`config.mk`:
```
export PLATFORM = sky130hd
export DESIGN_NAME = video_line_fetch_flat
export DESIGN_NICKNAME = d
export VERILOG_FILES = /design/src/rtl/video_line_fetch_if.sv /design/src/rtl/video_line_fetch.sv /design/src/flat_wrapper.sv
export SDC_FILE = /design/constraint.sdc
export NUM_CORES = 1
export LEC_CHECK = 0
export BUFFER_PORTS_ARGS = -buffer_cell sky130_fd_sc_hd__buf_2
export CORE_MARGIN = 2
export CORE_UTILIZATION = 54
export DETAILED_ROUTE_END_ITERATION = 7
export GPL_TIMING_DRIVEN = 0
export PLACE_DENSITY = 0.87
export SYNTH_ARGS = -nofsm -noshare
export SYNTH_HDL_FRONTEND = slang
export SYNTH_SLANG_ARGS = --single-unit
```
`constraint.sdc`:
```
create_clock -name clk -period 5.1 [get_ports clk]
set_input_delay 0.765 -clock clk [delete_from_list [all_inputs] [get_ports clk]]
set_output_delay 0.765 -clock clk [all_outputs]
set_load 0.05 [all_outputs]
```
`src/rtl/video_line_fetch_if.sv`:
```
// Display-path bus bundle for video_line_fetch.
// Carries the VRAM read channel (req/addr/ack/data) and the line-buffer write channel.
//   master : the line fetcher (drives vram_req/vram_addr and the lb_* write port)
//   slave  : VRAM arbiter + line buffer (drives vram_ack/vram_data)
interface video_line_fetch_if #(
   parameter int unsigned ADDR_W    = 16,
   parameter int unsigned LB_HALF_W = 8
);
   logic              vram_req;
   logic [ADDR_W-1:0] vram_addr;
   logic              vram_ack;
   logic [15:0]       vram_data;
   logic              lb_we;
   logic [LB_HALF_W:0] lb_addr;
   logic [15:0]       lb_data;

   modport master (
      output vram_req, vram_addr, lb_we, lb_addr, lb_data,
      input  vram_ack, vram_data
   );

   modport slave (
      input  vram_req, vram_addr, lb_we, lb_addr, lb_data,
      output vram_ack, vram_data
   );
endinterface

```
`src/rtl/video_line_fetch.sv`:
```
// Per-scanline VRAM fetch scheduler.
// Prefetches the next display line into one half of a ping-pong line buffer while
// the pixel pipeline reads the other half (disp_buf_o).
// Ports:
//   clk, reset_n_i          pixel clock, synchronous active-low reset
//   enable_i                fetch enable (strobes still steer disp_buf_o when low)
//   line_base_i/_stride_i   line 0 address (sampled at end_of_visible_i), line pitch
//   fetch_words_i           words per line, 0..2**LB_HALF_W
//   visible_lines_i         visible lines per frame
//   end_of_*_i              video timing strobes
//   vbus                    VRAM read channel + line-buffer write channel (master)
//   disp_buf_o, busy_o      displayed half, fetch in progress
//   line_done_o             pulse with the final line-buffer write of a line
//   underrun_o              sticky: a fill was retriggered before completing
//   clear_status_i          clears underrun_o
module video_line_fetch #(
   parameter int unsigned ADDR_W    = 16,
   parameter int unsigned LB_HALF_W = 8,
   parameter int unsigned LINES_W   = 10
) (
   input  logic                 clk,
   input  logic                 reset_n_i,
   input  logic                 enable_i,
   input  logic [ADDR_W-1:0]    line_base_i,
   input  logic [ADDR_W-1:0]    line_stride_i,
   input  logic [LB_HALF_W:0]   fetch_words_i,
   input  logic [LINES_W-1:0]   visible_lines_i,
   input  logic                 end_of_line_i,
   input  logic                 end_of_visible_i,
   input  logic                 end_of_frame_i,
   video_line_fetch_if.master   vbus,
   output logic                 disp_buf_o,
   output logic                 busy_o,
   output logic                 line_done_o,
   output logic                 underrun_o,
   input  logic                 clear_status_i
);
   localparam int unsigned IDX_W = LB_HALF_W + 1;

   typedef enum logic {ST_IDLE, ST_FETCH} state_t;
   state_t state, state_nxt;

   logic [ADDR_W-1:0]  line_addr, line_addr_nxt;
   logic [LINES_W-1:0] lines_fetched, lines_nxt;
   logic               disp_buf, disp_nxt;
   logic [ADDR_W-1:0]  vram_addr;
   logic [IDX_W-1:0]   word_idx;
   logic [IDX_W-1:0]   fetch_len;
   logic               fill_half;
   logic               lb_we;
   logic [IDX_W-1:0]   lb_addr;
   logic [15:0]        lb_data;
   logic               line_done;
   logic               underrun;

   logic fill_go, fill_hf, done_nxt, under_set;
   logic ack_now, last_ack;

   assign ack_now  = (state == ST_FETCH) && vbus.vram_ack;
   assign last_ack = ack_now && (word_idx == fetch_len - IDX_W'(1));

   always_comb begin
      state_nxt     = state;
      disp_nxt      = disp_buf;
      line_addr_nxt = line_addr;
      lines_nxt     = lines_fetched;
      fill_go       = 1'b0;
      fill_hf       = 1'b0;
      done_nxt      = 1'b0;
      under_set     = 1'b0;

      // Displayed half follows the strobes regardless of enable.
      if (!end_of_visible_i) begin
         if (end_of_frame_i)     disp_nxt = 1'b0;
         else if (end_of_line_i) disp_nxt = ~disp_buf;
      end

      // lines_fetched counts lines already fetched this frame; the end-of-frame
      // fill brings in line 1, so it advances the count as well.
      if (enable_i) begin
         if (end_of_visible_i) begin
            line_addr_nxt = line_base_i;
            lines_nxt     = LINES_W'(1);
            fill_go       = 1'b1;
            fill_hf       = 1'b0;
         end else if (end_of_frame_i) begin
            line_addr_nxt = line_addr + line_stride_i;
            if (visible_lines_i > LINES_W'(1)) begin
               fill_go   = 1'b1;
               fill_hf   = 1'b1;
               lines_nxt = lines_fetched + LINES_W'(1);
            end
         end else if (end_of_line_i && (lines_fetched < visible_lines_i)) begin
            line_addr_nxt = line_addr + line_stride_i;
            fill_go       = 1'b1;
            fill_hf       = disp_buf;      // == ~new disp_buf
            lines_nxt     = lines_fetched + LINES_W'(1);
         end
      end

      case (state)
         ST_IDLE: begin
            if (fill_go && (fetch_words_i != '0)) state_nxt = ST_FETCH;
         end
         ST_FETCH: begin
            if (!enable_i) begin
               state_nxt = ST_IDLE;
            end else if (fill_go) begin
               // A trigger coinciding with the final ack is a completed line, not an underrun.
               under_set = !last_ack;
               state_nxt = (fetch_words_i != '0) ? ST_FETCH : ST_IDLE;
            end else if (last_ack) begin
               state_nxt = ST_IDLE;
            end
         end
         default: state_nxt = ST_IDLE;
      endcase

      done_nxt = enable_i && (last_ack || (fill_go && (fetch_words_i == '0)));
   end

   always_ff @(posedge clk) begin
      if (!reset_n_i) begin
         state         <= ST_IDLE;
         line_addr     <= '0;
         lines_fetched <= '0;
         disp_buf      <= 1'b0;
         vram_addr     <= '0;
         word_idx      <= '0;
         fetch_len     <= '0;
         fill_half     <= 1'b0;
         lb_we         <= 1'b0;
         lb_addr       <= '0;
         lb_data       <= '0;
         line_done     <= 1'b0;
         underrun      <= 1'b0;
      end else begin
         state         <= state_nxt;
         line_addr     <= line_addr_nxt;
         lines_fetched <= lines_nxt;
         disp_buf      <= disp_nxt;
         line_done     <= done_nxt;
         underrun      <= under_set | (underrun & ~clear_status_i);

         // Write pipeline uses the pre-trigger half/index, so an ack in a
         // retrigger cycle still lands where it belongs.
         lb_we <= ack_now;
         if (ack_now) begin
            lb_addr <= {fill_half, word_idx[LB_HALF_W-1:0]};
            lb_data <= vbus.vram_data;
         end

         if (fill_go) begin
            vram_addr <= line_addr_nxt;
            word_idx  <= '0;
            fetch_len <= fetch_words_i;
            fill_half <= fill_hf;
         end else if (ack_now) begin
            vram_addr <= vram_addr + ADDR_W'(1);
            word_idx  <= word_idx + IDX_W'(1);
         end
      end
   end

   assign vbus.vram_req  = (state == ST_FETCH);
   assign vbus.vram_addr = vram_addr;
   assign vbus.lb_we     = lb_we;
   assign vbus.lb_addr   = lb_addr;
   assign vbus.lb_data   = lb_data;
   assign busy_o         = (state == ST_FETCH);
   assign disp_buf_o     = disp_buf;
   assign line_done_o    = line_done;
   assign underrun_o     = underrun;
endmodule
```
`src/flat_wrapper.sv`:
```
// flat-port wrapper written by rule: the top's interface ports become plain ports
module video_line_fetch_flat 
#(
   parameter int unsigned ADDR_W    = 16,
   parameter int unsigned LB_HALF_W = 8,
   parameter int unsigned LINES_W   = 10
)
  (clk, reset_n_i, enable_i, line_base_i, line_stride_i, fetch_words_i, visible_lines_i, end_of_line_i, end_of_visible_i, end_of_frame_i, disp_buf_o, busy_o, line_done_o, underrun_o, clear_status_i, vbus_vram_req, vbus_vram_addr, vbus_lb_we, vbus_lb_addr, vbus_lb_data, vbus_vram_ack, vbus_vram_data);
  video_line_fetch_if #(.ADDR_W(ADDR_W), .LB_HALF_W(LB_HALF_W)) vbus_i ();
  input  logic clk;
  input  logic reset_n_i;
  input  logic enable_i;
  input  logic [ADDR_W-1:0] line_base_i;
  input  logic [ADDR_W-1:0] line_stride_i;
  input  logic [LB_HALF_W:0] fetch_words_i;
  input  logic [LINES_W-1:0] visible_lines_i;
  input  logic end_of_line_i;
  input  logic end_of_visible_i;
  input  logic end_of_frame_i;
  output logic disp_buf_o;
  output logic busy_o;
  output logic line_done_o;
  output logic underrun_o;
  input  logic clear_status_i;
  output wire logic [$bits(vbus_i.vram_req)-1:0] vbus_vram_req;
  output wire logic [$bits(vbus_i.vram_addr)-1:0] vbus_vram_addr;
  output wire logic [$bits(vbus_i.lb_we)-1:0] vbus_lb_we;
  output wire logic [$bits(vbus_i.lb_addr)-1:0] vbus_lb_addr;
  output wire logic [$bits(vbus_i.lb_data)-1:0] vbus_lb_data;
  input wire logic [$bits(vbus_i.vram_ack)-1:0] vbus_vram_ack;
  input wire logic [$bits(vbus_i.vram_data)-1:0] vbus_vram_data;
  assign vbus_vram_req = vbus_i.vram_req;
  assign vbus_vram_addr = vbus_i.vram_addr;
  assign vbus_lb_we = vbus_i.lb_we;
  assign vbus_lb_addr = vbus_i.lb_addr;
  assign vbus_lb_data = vbus_i.lb_data;
  assign vbus_i.vram_ack = vbus_vram_ack;
  assign vbus_i.vram_data = vbus_vram_data;
  video_line_fetch #(.ADDR_W(ADDR_W), .LB_HALF_W(LB_HALF_W), .LINES_W(LINES_W)) u_core (.clk(clk), .reset_n_i(reset_n_i), .enable_i(enable_i), .line_base_i(line_base_i), .line_stride_i(line_stride_i), .fetch_words_i(fetch_words_i), .visible_lines_i(visible_lines_i), .end_of_line_i(end_of_line_i), .end_of_visible_i(end_of_visible_i), .end_of_frame_i(end_of_frame_i), .vbus(vbus_i), .disp_buf_o(disp_buf_o), .busy_o(busy_o), .line_done_o(line_done_o), .underrun_o(underrun_o), .clear_status_i(clear_status_i));
endmodule
```
; ---- After elaboration in Yosys (flattened, before gate mapping)
; Cells that the tools add are included.
; W data, S select, Z words.
[classes]
addsub = 5
multipliers = 0
n_div = 0
n_lt_le_gt_ge = 2
n_eq_ne = 2
shift = 0
n_mux = 30
n_bitwise = 7
n_reduce_logical = 16
[ops]
columns = operator, n
row1 = $mux W16, 6
row2 = $mux W10, 4
row3 = $mux W1, 19
row4 = $add A16 B1 Y16 const B, 1
row5 = $add A16 B16 Y16, 1
row6 = $add A10 B1 Y10 const B, 1
row7 = $gt A10 B1 Y1 const B, 1
row8 = $lt A10 B10 Y1, 1
row9 = $add A9 B1 Y9 const B, 1
row10 = $eq A9 B9 Y1, 1
row11 = $logic_not A9 Y1, 1
row12 = $reduce_bool A9 Y1, 1
row13 = $sub A9 B1 Y9 const B, 1
row14 = $logic_and A1 B1 Y1, 6
row15 = $not A1 Y1, 5
row16 = $reduce_bool A2 Y1, 2
row17 = $ne A3 B2 Y1 const B, 1
row18 = $reduce_and A3 Y1, 1
row19 = $reduce_bool A3 Y1, 1
row20 = $pmux W1 S2, 1
row21 = $reduce_and A2 Y1, 1
row22 = $reduce_or A2 Y1, 1
row23 = $and A1 B1 Y1, 1
row24 = $logic_not A1 Y1, 1
row25 = 2 further kinds, 2
[totals]
reg_bits = 91
latchBits = 0
ram_bits = 0
romBits = 0
output_inout_bits = 47
word_cells = 75
memories = 0

; ---- Depth between registers and ports, before layout
; Gate-level depths: netlist of the first run.
[depth]
word_depth = 10
mapped_depth = 12
ltp_nobuf = 11

; ---- Worst setup path before layout of the first run
; No wires, ideal clock.
[synth_timing]
kind = input to register
from = in visible_lines_i[7]
to = reg u_core.lines_fetched[9]
setup_time_ns = 0.131
arrival_time_ns = 2.711
required_time_ns = 4.969
path_slack_ns = 2.257
cell_stages = 12
cell_sequence = inv_1 -> ha_1 -> a21o_1 -> a21oi_2 -> o221ai_2 -> o21bai_4 -> a21o_1 -> a21o_1 -> buf_6 -> buf_6 -> o311ai_2 -> o41ai_2
[synth_via]
elab_chain_len = 4
word_cells_on_any_way = 6
cone_classes = 2 x order compare / 1 x eq/ne / 3 x reduce/logical
[synth_rtl]
columns = element, line
row1 = start: declaration, flat_wrapper.sv:16  ; input logic [LINES_W-1:0] visible_lines_i;
row2 = $lt A10 B10 Y1, video_line_fetch.sv:93  ; end else if (end_of_line_i && (lines_fetched < visible_lines_i)) begin
row3 = $logic_and A1 B1 Y1, video_line_fetch.sv:93
row4 = $reduce_bool A3 Y1 (no line), --
row5 = $reduce_and A3 Y1 (no line) (*), --
row6 = end signal: assignment, video_line_fetch.sv:140  ; lines_fetched <= lines_nxt;
row7 = end: declaration, video_line_fetch.sv:44  ; logic [LINES_W-1:0] lines_fetched, lines_nxt;
; Every way passes the cells marked *; elsewhere a longest branch is shown, timed or not.
; A chain may end at the register's enable or synchronous reset.

; ---- Worst setup path after layout of the first run
[layout_timing]
from = in visible_lines_i[7]
to = reg u_core.line_addr[11]
[layout_via]
elab_chain_len = 6
[layout_rtl]
columns = element, line
row1 = $lt A10 B10 Y1, video_line_fetch.sv:93
row2 = $logic_and A1 B1 Y1, video_line_fetch.sv:93
row3 = $mux W16, video_line_fetch.sv:93
row4 = $mux W16, video_line_fetch.sv:86  ; end else if (end_of_frame_i) begin
row5 = $mux W16, video_line_fetch.sv:81  ; if (end_of_visible_i) begin
row6 = $mux W16, video_line_fetch.sv:80  ; if (enable_i) begin
row7 = end signal: assignment, video_line_fetch.sv:139  ; line_addr <= line_addr_nxt;
row8 = end: declaration, video_line_fetch.sv:43  ; logic [ADDR_W-1:0] line_addr, line_addr_nxt;
; Every way passes these cells.

==> results of run 1 <==
## routing by layer
| layer | vias to the layer above | part of all wire |
|---|---|---|
| met1 | 2461 | 0.41 |
| met2 | 221 | 0.49 |
| met3 | 34 | 0.069 |
| met5 | - | 0 |
| li1 | 2541 | - |
| met4 | 0 | 0.025 |
## cell usage after synthesis (5+ instances only)
| cell | instances |
|---|---|
| inv_1 | 24 |
| nand2_1 | 111 |
| dfxtp_1 | 91 |
| o21ai_0 | 23 |
| and3_1 | 10 |
| ha_1 | 28 |
| nor3_1 | 7 |
| o211a_1 | 11 |
| a31oi_1 | 12 |
| xor2_1 | 24 |
| clkbuf_1 | 24 |
| a21o_1 | 11 |
| o211ai_1 | 6 |
| nor4_1 | 7 |
| a211oi_1 | 5 |
| o22ai_1 | 9 |
| nand3_1 | 12 |
| nand2b_1 | 5 |
| nor2b_1 | 6 |
| a21oi_1 | 28 |
| and2_1 | 12 |
| xnor2_1 | 25 |
| nor2_1 | 35 |
| a21boi_0 | 36 |
| nand4_1 | 20 |
## worst max path at each step
| stage | startpoint | to | slack [ns] | cells past startpoint |
|---|---|---|---|---|
| floorplan | visible_lines_i[7] | u_core.lines_fetched[9] | 2.26 | 12 |
| global placement | visible_lines_i[7] | u_core.vbus.vram_addr[13] | 1.85 | 12 |
| detailed placement | visible_lines_i[7] | u_core.line_addr[11] | 1.75 | 12 |
| CTS | visible_lines_i[7] | u_core.line_addr[11] | 2.12 | 12 |
| global route | visible_lines_i[3] | u_core.line_addr[13] | 1.99 | 12 |
| finish | visible_lines_i[7] | u_core.line_addr[11] | 2.08 | 12 |
## area by class of cell
cell class,count,share of cell area
plain buffers,34,0.0249
clock buffers,13,0.0271
clock inverters,3,0.00342
inverters,24,0.0145
multi-input cells,494,0.514
flip-flops and latches,91,0.293
well taps,133,0.0267
repair buffers,120,0.0964
## flip-flops by register name, indices dropped and copies added (netlist names)
name / count
u_core.vbus.vram_addr: 16
u_core.vbus.lb_data: 16
u_core.vbus.lb_we: 1
u_core.busy_o: 1
u_core.disp_buf_o: 1
u_core.underrun_o: 1
u_core.fetch_len: 9
u_core.line_addr: 16
u_core.word_idx: 9
u_core.vbus.lb_addr: 9
u_core.fill_half: 1
u_core.lines_fetched: 10
u_core.line_done_o: 1
## where the power goes
part	switching, mW	internal (mW)
logic	0.256	0.155
registers	0.0349	0.745
clock network	0.253	0.218
## through the flow
step	worst slack (ns)	utilization	hold WS, ns	power, mW	area [sq um]
6_report	2.08	0.646	0.463	1.66	6230
4_1_cts	2.12	0.646	0.466	1.66	6230
3_5_place_dp	1.75	0.626	0.454	1.20	6040
5_1_grt	1.99	0.646	0.488	1.72	6230
2_1_floorplan	2.26	-	0.441	1.08	5270
3_3_place_gp	1.85	0.626	0.447	1.18	6040
## cells by family after synthesis
logic type                 synth area share
AOI/OAI and AO/OA                     0.233
muxes                               0.00570
buffers and inverters                0.0465
xor gates and xnor gates             0.0814
DFF                                   0.346
and+or+nand+nor                       0.218
adders and majority gates            0.0703
## placed cells by master (no fill, tap or decap), types with 20 or more instances in the layout
master,instances
buf_2,124
nand2_1,111
dfxtp_1,91
a21boi_0,36
nor2_1,35
a21oi_1,28
ha_1,28
clkbuf_1,25
xnor2_1,25
inv_1,24
xor2_1,24
o21ai_0,23
nand4_1,20
## worst reg2reg max path, stage by stage (launching register included)
cell	delay (ns)
dfxtp_1	0.44
ha_1	0.29
a21o_1	0.16
a21o_1	0.18
a21oi_2	0.20
o21bai_4	0.09
a31oi_1	0.46
clkbuf_1	0.44
o22ai_1	0.15
a31oi_1	0.26
and2_1	0.17
==> impl_metrics.csv, run 1 <==
group,metric,value,unit
cts,cts-root-buf,"clkbuf_8",
yosys,synthArstFlopShare,0,
worst_setup_path,start_kind,"input port",
global_route,antenna_found_initial,0,
global_route,grt_pass1_vias,4797,
route,drt-total-wl,14300,um
hold_path,whs_path_depth,2,
yosys,ys_types,62,
worst_setup_path,cp_slowest_cell,"a31oi_1",
die,ios,122,
yosys,ys_ff_latch,91,
placed_design,portBuffers,120,
timing,tns,0,ns
layout,final_nets,878,
placed_design,hpwl,11000,um
worst_setup_path,slowest_delay,0.46,ns
die,dieArea,10600,sq um
cts,hold_buffers,0,
global_route,grt_usage,0.269,
cts,cts_made_buffers,9,
worst_setup_path,critical_path_required,5.41,ns
worst_setup_path,regToRegEndpoint,"u_core.line_addr[11]",
pwr,leakage,2.82,nW
yosys,ys.flop_type,"dfxtp_1",
layout,n_antenna_cell,0,
global_route,overflow,0,
worst_setup_path,cp_num_buf_inv,3,
yosys,ys_seq_area_frac,0.346,
cts,path_clk_slew,0.08,ns
hold_path,hp-start,"u_core.vbus.lb_data[5]",
flow_run,maxCapViolations,0,
die,die-width,103,um
timing,max_freq,331,MHz
yosys,ys_warn_count,0,
cts,clk_latency,0.36,ns
timing,tightest_slew,0.557,ns
die,start_util,0.547,
worst_setup_path,cp-end-kind,"flop",
outcome,status,"complete, no violations",
timing,setup_viol,0,
placed_design,gp_congestion,0.932,
route,first_iter_violations,311,
timing,fin_crit,3.02,ns
route,firstDrtPassIters,5,
cts,clockBufferDepth,2,
global_route,grt_pass1_wl,22400,um
die,num_rows,36,
cts,tritoncts,"yes",
die,core-area,9640,sq um
timing,rsz0062_at_grt,"no",
worst_setup_path,crit_chain,"buf_2 > inv_1 > ha_1 > a21o_1 > a21oi_2 > o221ai_2 > o21bai_4 > a31oi_1 > clkbuf_1 > o22ai_1 > a31oi_1 > and2_1",
worst_setup_path,critPathTopFamily,"compound AO/OA/AOI/OAI gates",
hold_path,holdPathEnd,"u_core.vbus.lb_data[5]",
timing,post-route-period-util,0.592,
worst_setup_path,r2r_cells,10,
global_route,grt_util_met2,0.472,
hold_path,min_path_type,"flop to flop",
yosys,synth_top_area_share,0.346,
worst_setup_path,reg2reg_slack,2.21,ns
cts,cts_resized,0,
cts,cts_sinks,91,
timing,timing.slew.headroom,0.627,
worst_setup_path,critPathKind,"input port to flop",
layout,area_delta_synth_final,18.2,%
layout,seq_area,1820,sq um
route,antenna_left,0,
worst_setup_path,crit_arrival,3.33,ns
worst_setup_path,rr_startpoint,"u_core.lines_fetched[3]",
yosys,synth.largest_area_cell,"dfxtp_1",
global_route,gr-usage-met3,0.0495,
route,wire_per_inst,15.7,um
global_route,grt_max_degree,15,
yosys,syn_nets,747,
layout,fillers,836,
layout,instances_no_fill,912,
cts,postCtsSetupBuffers,0,
yosys,syn_area,5270,sq um
layout,multiInputGateArea,3200,sq um
pwr,max-vdd-ir-drop,0.172,mV
placed_design,dp.cells,896,
route,drc,0,
route,vias,5257,
timing,fin_skew,0.00780,ns
pwr,p_per_area,267,nW/um^2
yosys,syn_avg_cell_area,8.20,sq um
worst_setup_path,cp_common_cell,"a31oi_1",
yosys,syn_inst,643,
route,via_per_inst,5.76,
global_route,met1_usage,0.332,
global_route,top_usage_layer,"met2",
timing,hold_violations,0,
timing,maxSlewViolCount,0,
yosys,synth_edf_count,0,
layout,drive_gt1_frac,0.207,
worst_setup_path,crit_fanout,10,
cts,htree_levels,3,
die,die_y,103,um
yosys,synth_area_leaders,"dfxtp_1 (35%), nand2_1 (7.9%), ha_1 (6.6%)",
Note: power is estimated with default switching activity, not from simulation.
==> inputs of run 2 (changes only) <==
Settings changed: ABC_AREA set to 1, CORE_UTILIZATION 54 to 50, PLACE_DENSITY 0.87 to 0.84.
Clock period 5.1 ns to 2.7 ns, I/O delays scaled along.
==> run 2 against run 1 <==
  * Final cell count increased by 24%
  * Via count increased by 14%
  * Worst setup slack got worse by 1.5 ns
  * Sequential share of layout area decreased by 2.4 points
  * Utilization decreased by 2.9 points
  * Hold slack got worse by 0.16 ns
  * Clock power increased to 2.8 times the previous value
  * Register-to-register slack got worse by 1.6 ns
  * Critical endpoint is now u_core.vbus.vram_addr[11]
==> impl_metrics.csv, run 2 <==
group,metric,value,unit
cts,cts_sinks,91,
cts,cts_made_buffers,9,
route,antenna_left,0,
timing,rsz0062_at_grt,"no",
cts,tritoncts,"yes",
die,die-width,111,um
route,first_iter_violations,425,
pwr,leakage,3.37,nW
worst_setup_path,regToRegEndpoint,"u_core.vbus.vram_addr[11]",
layout,reg.largest.list,"u_core.line_addr (16), u_core.vbus.lb_data (16), u_core.vbus.vram_addr (16)",
worst_setup_path,cp_num_buf_inv,3,
timing,fin_crit,2.13,ns
worst_setup_path,slowest_delay,0.45,ns
placed_design,dp.cells,1118,
placed_design,portBuffers,121,
yosys,ys.flop_type,"dfxtp_1",
route,drc,0,
die,ios,122,
die,die_y,111,um
route,wire_per_inst,13.8,um
global_route,grt_usage,0.256,
yosys,ys_ff_latch,91,
worst_setup_path,reg2reg_slack,0.57,ns
worst_setup_path,critPathTopFamily,"simple AND/OR/NAND/NOR gates",
route,drt-total-wl,15700,um
yosys,ys_seq_area_frac,0.321,
worst_setup_path,critPathKind,"flop to flop",
cts,clk_latency,0.35,ns
hold_path,min_path_type,"input port to flop",
cts,cts-root-buf,"clkbuf_16",
layout,drive_gt1_frac,0.181,
cts,cts_resized,0,
cts,htree_levels,3,
worst_setup_path,crit_fanout,10,
route,vias,6002,
global_route,overflow,0,
yosys,synth_top_area_share,0.321,
yosys,syn_avg_cell_area,6.63,sq um
cts,hold_buffers,0,
cts,clockBufferDepth,2,
worst_setup_path,crit_end,"u_core.vbus.vram_addr[11]",
cts,path_clk_slew,0.07,ns
worst_setup_path,rr_startpoint,"u_core.lines_fetched[5]",
placed_design,hpwl,12200,um
timing,post-route-period-util,0.788,
worst_setup_path,crit_path_start,"u_core.lines_fetched[5]",
worst_setup_path,crit_chain,"ha_1 > nand2_1 > inv_1 > nand2_1 > nand2_1 > nand2_1 > nand3_2 > nand2_2 > nand2_4 > nor2_4 > buf_4 > nand3_1 > nand2_1 > inv_1",
die,num_rows,38,
timing,maxSlewViolCount,0,
placed_design,gp_congestion,0.910,
layout,final_nets,1093,
timing,tightest_slew,0.657,ns
yosys,ys_warn_count,0,
layout,area_delta_synth_final,19.2,%
pwr,p_per_area,544,nW/um^2
worst_setup_path,cp_common_cell,"nand2_1",
yosys,synth_common_cells,"nand2_1 (186), inv_1 (112), nor2_1 (103), dfxtp_1 (91), nand3_1 (71)",
yosys,synth_edf_count,0,
layout,fillers,1041,
layout,mostFrequentLayoutCells,"nand2_1 (186), buf_2 (126), inv_1 (112)",
route,firstDrtPassIters,5,
timing,max_freq,470,MHz
flow_run,maxCapViolations,0,
timing,timing.slew.headroom,0.561,
layout,instances_no_fill,1134,
layout,n_antenna_cell,0,
worst_setup_path,crit_cells,14,
yosys,synthArstFlopShare,0,
worst_setup_path,cp-end-kind,"flop",
yosys,synth_area_leaders,"dfxtp_1 (32%), nand2_1 (12%), inv_1 (7.4%)",
layout,utilization,0.617,
yosys,ys_types,46,
die,core-area,11000,sq um
pwr,max-vdd-ir-drop,0.531,mV
layout,seq_area,1820,sq um
yosys,syn_nets,961,
worst_setup_path,critical_path_required,2.95,ns
yosys,syn_area,5680,sq um
worst_setup_path,crit_arrival,2.38,ns
cts,postCtsSetupBuffers,0,
die,start_util,0.517,
route,via_per_inst,5.29,
global_route,antenna_found_initial,0,
yosys,yosysMostFrequentCell,"nand2_1",
die,dieArea,12200,sq um
global_route,grt_pass1_wl,25900,um
yosys,synth.largest_area_cell,"dfxtp_1",
timing,hold_violations,0,
worst_setup_path,cp_slowest_cell,"dfxtp_1",
worst_setup_path,start_kind,"flop",
global_route,grt_max_degree,17,
outcome,status,"complete, no violations",
timing,setup_viol,0,
timing,fin_skew,0.0103,ns
layout,final_common_cell,"nand2_1",
timing,tns,0,ns
global_route,grt_pass1_vias,5609,
worst_setup_path,r2r_cells,14,
layout,multiInputGateArea,3260,sq um
yosys,syn_inst,857,
## run 2: changes by cell type after synthesis, sizes merged, moves of 16 or more
| cell | delta |
|---|---|
| a21boi | -37 |
| nand3 | +63 |
| xnor2 | -16 |
| o21ai | +33 |
| nand2 | +78 |
| a21oi | +39 |
| inv | +92 |
| nor2 | +71 |
## run 2: area by class of cell
| cell class | instances | area share |
|---|---|---|
| multi-input cells | 620 | 0.481 |
| inverters | 118 | 0.0654 |
| clock buffers | 10 | 0.0353 |
| well taps | 140 | 0.0258 |
| flip-flops and latches | 91 | 0.269 |
| plain buffers | 28 | 0.0236 |
| clock inverters | 6 | 0.0109 |
| repair buffers | 121 | 0.0894 |
## run 2: kinds of logic after synthesis
family	after synthesis	synth area share
buffers and inverters	146	0.106
xor gates and xnor gates	27	0.0416
and+or+nand+nor	416	0.323
AOI/OAI and AO/OA	148	0.144
DFF	91	0.321
adders and majority gates	29	0.0652
## run 2: how the worst min path moves through the flow
stage	end	startpoint	cells past startpoint	slack, ns
floorplan	u_core.vbus.lb_addr[8]	u_core.fill_half	2	0.45
global placement	u_core.vbus.lb_addr[0]	u_core.vbus.lb_addr[0]	2	0.45
detailed placement	u_core.vbus.lb_addr[0]	u_core.vbus.lb_addr[0]	2	0.46
CTS	u_core.vbus.lb_data[5]	vbus_vram_data[5]	3	0.30
global route	u_core.vbus.lb_data[11]	vbus_vram_data[11]	3	0.31
finish	u_core.vbus.lb_data[2]	vbus_vram_data[2]	3	0.31
## run 2: routing by layer
metal | vias up | GRT usage | routed length, um
li1 | 3043 | - | -
met5 | - | 0 | 0
met4 | 0 | 0.0692 | 317
met2 | 251 | 0.429 | 7240
met3 | 30 | 0.0582 | 1360
met1 | 2678 | 0.331 | 6740
## run 2: power by group
group / internal [mW] / switching (mW)
Clock: 0.753 / 0.571
Combinational: 0.291 / 0.592
Sequential: 1.42 / 0.0630
Total: 2.46 / 1.23
## run 2: per-stage QoR
stage / hold slack (ns) / total power [mW] / area (sq um) / worst slack (ns)
finish: 0.306 / 3.69 / 6780 / 0.573
global route: 0.312 / 3.85 / 6780 / 0.442
CTS: 0.303 / 3.68 / 6780 / 0.604
detailed placement: 0.456 / 2.38 / 6460 / 0.510
global placement: 0.452 / 2.37 / 6460 / 0.516
floorplan: 0.447 / 2.14 / 5680 / 0.667
## run 2: worst register-to-register path, cell delays in order, from the launching register on
cell and delay (ns):
dfxtp_1 0.45, ha_1 0.29, nand2_1 0.09, inv_1 0.04
nand2_1 0.05, nand2_1 0.05, nand2_1 0.06, nand3_2 0.13
nand2_2 0.11, nand2_4 0.09, nor2_4 0.19, buf_4 0.24
nand3_1 0.12, nand2_1 0.08, inv_1 0.04
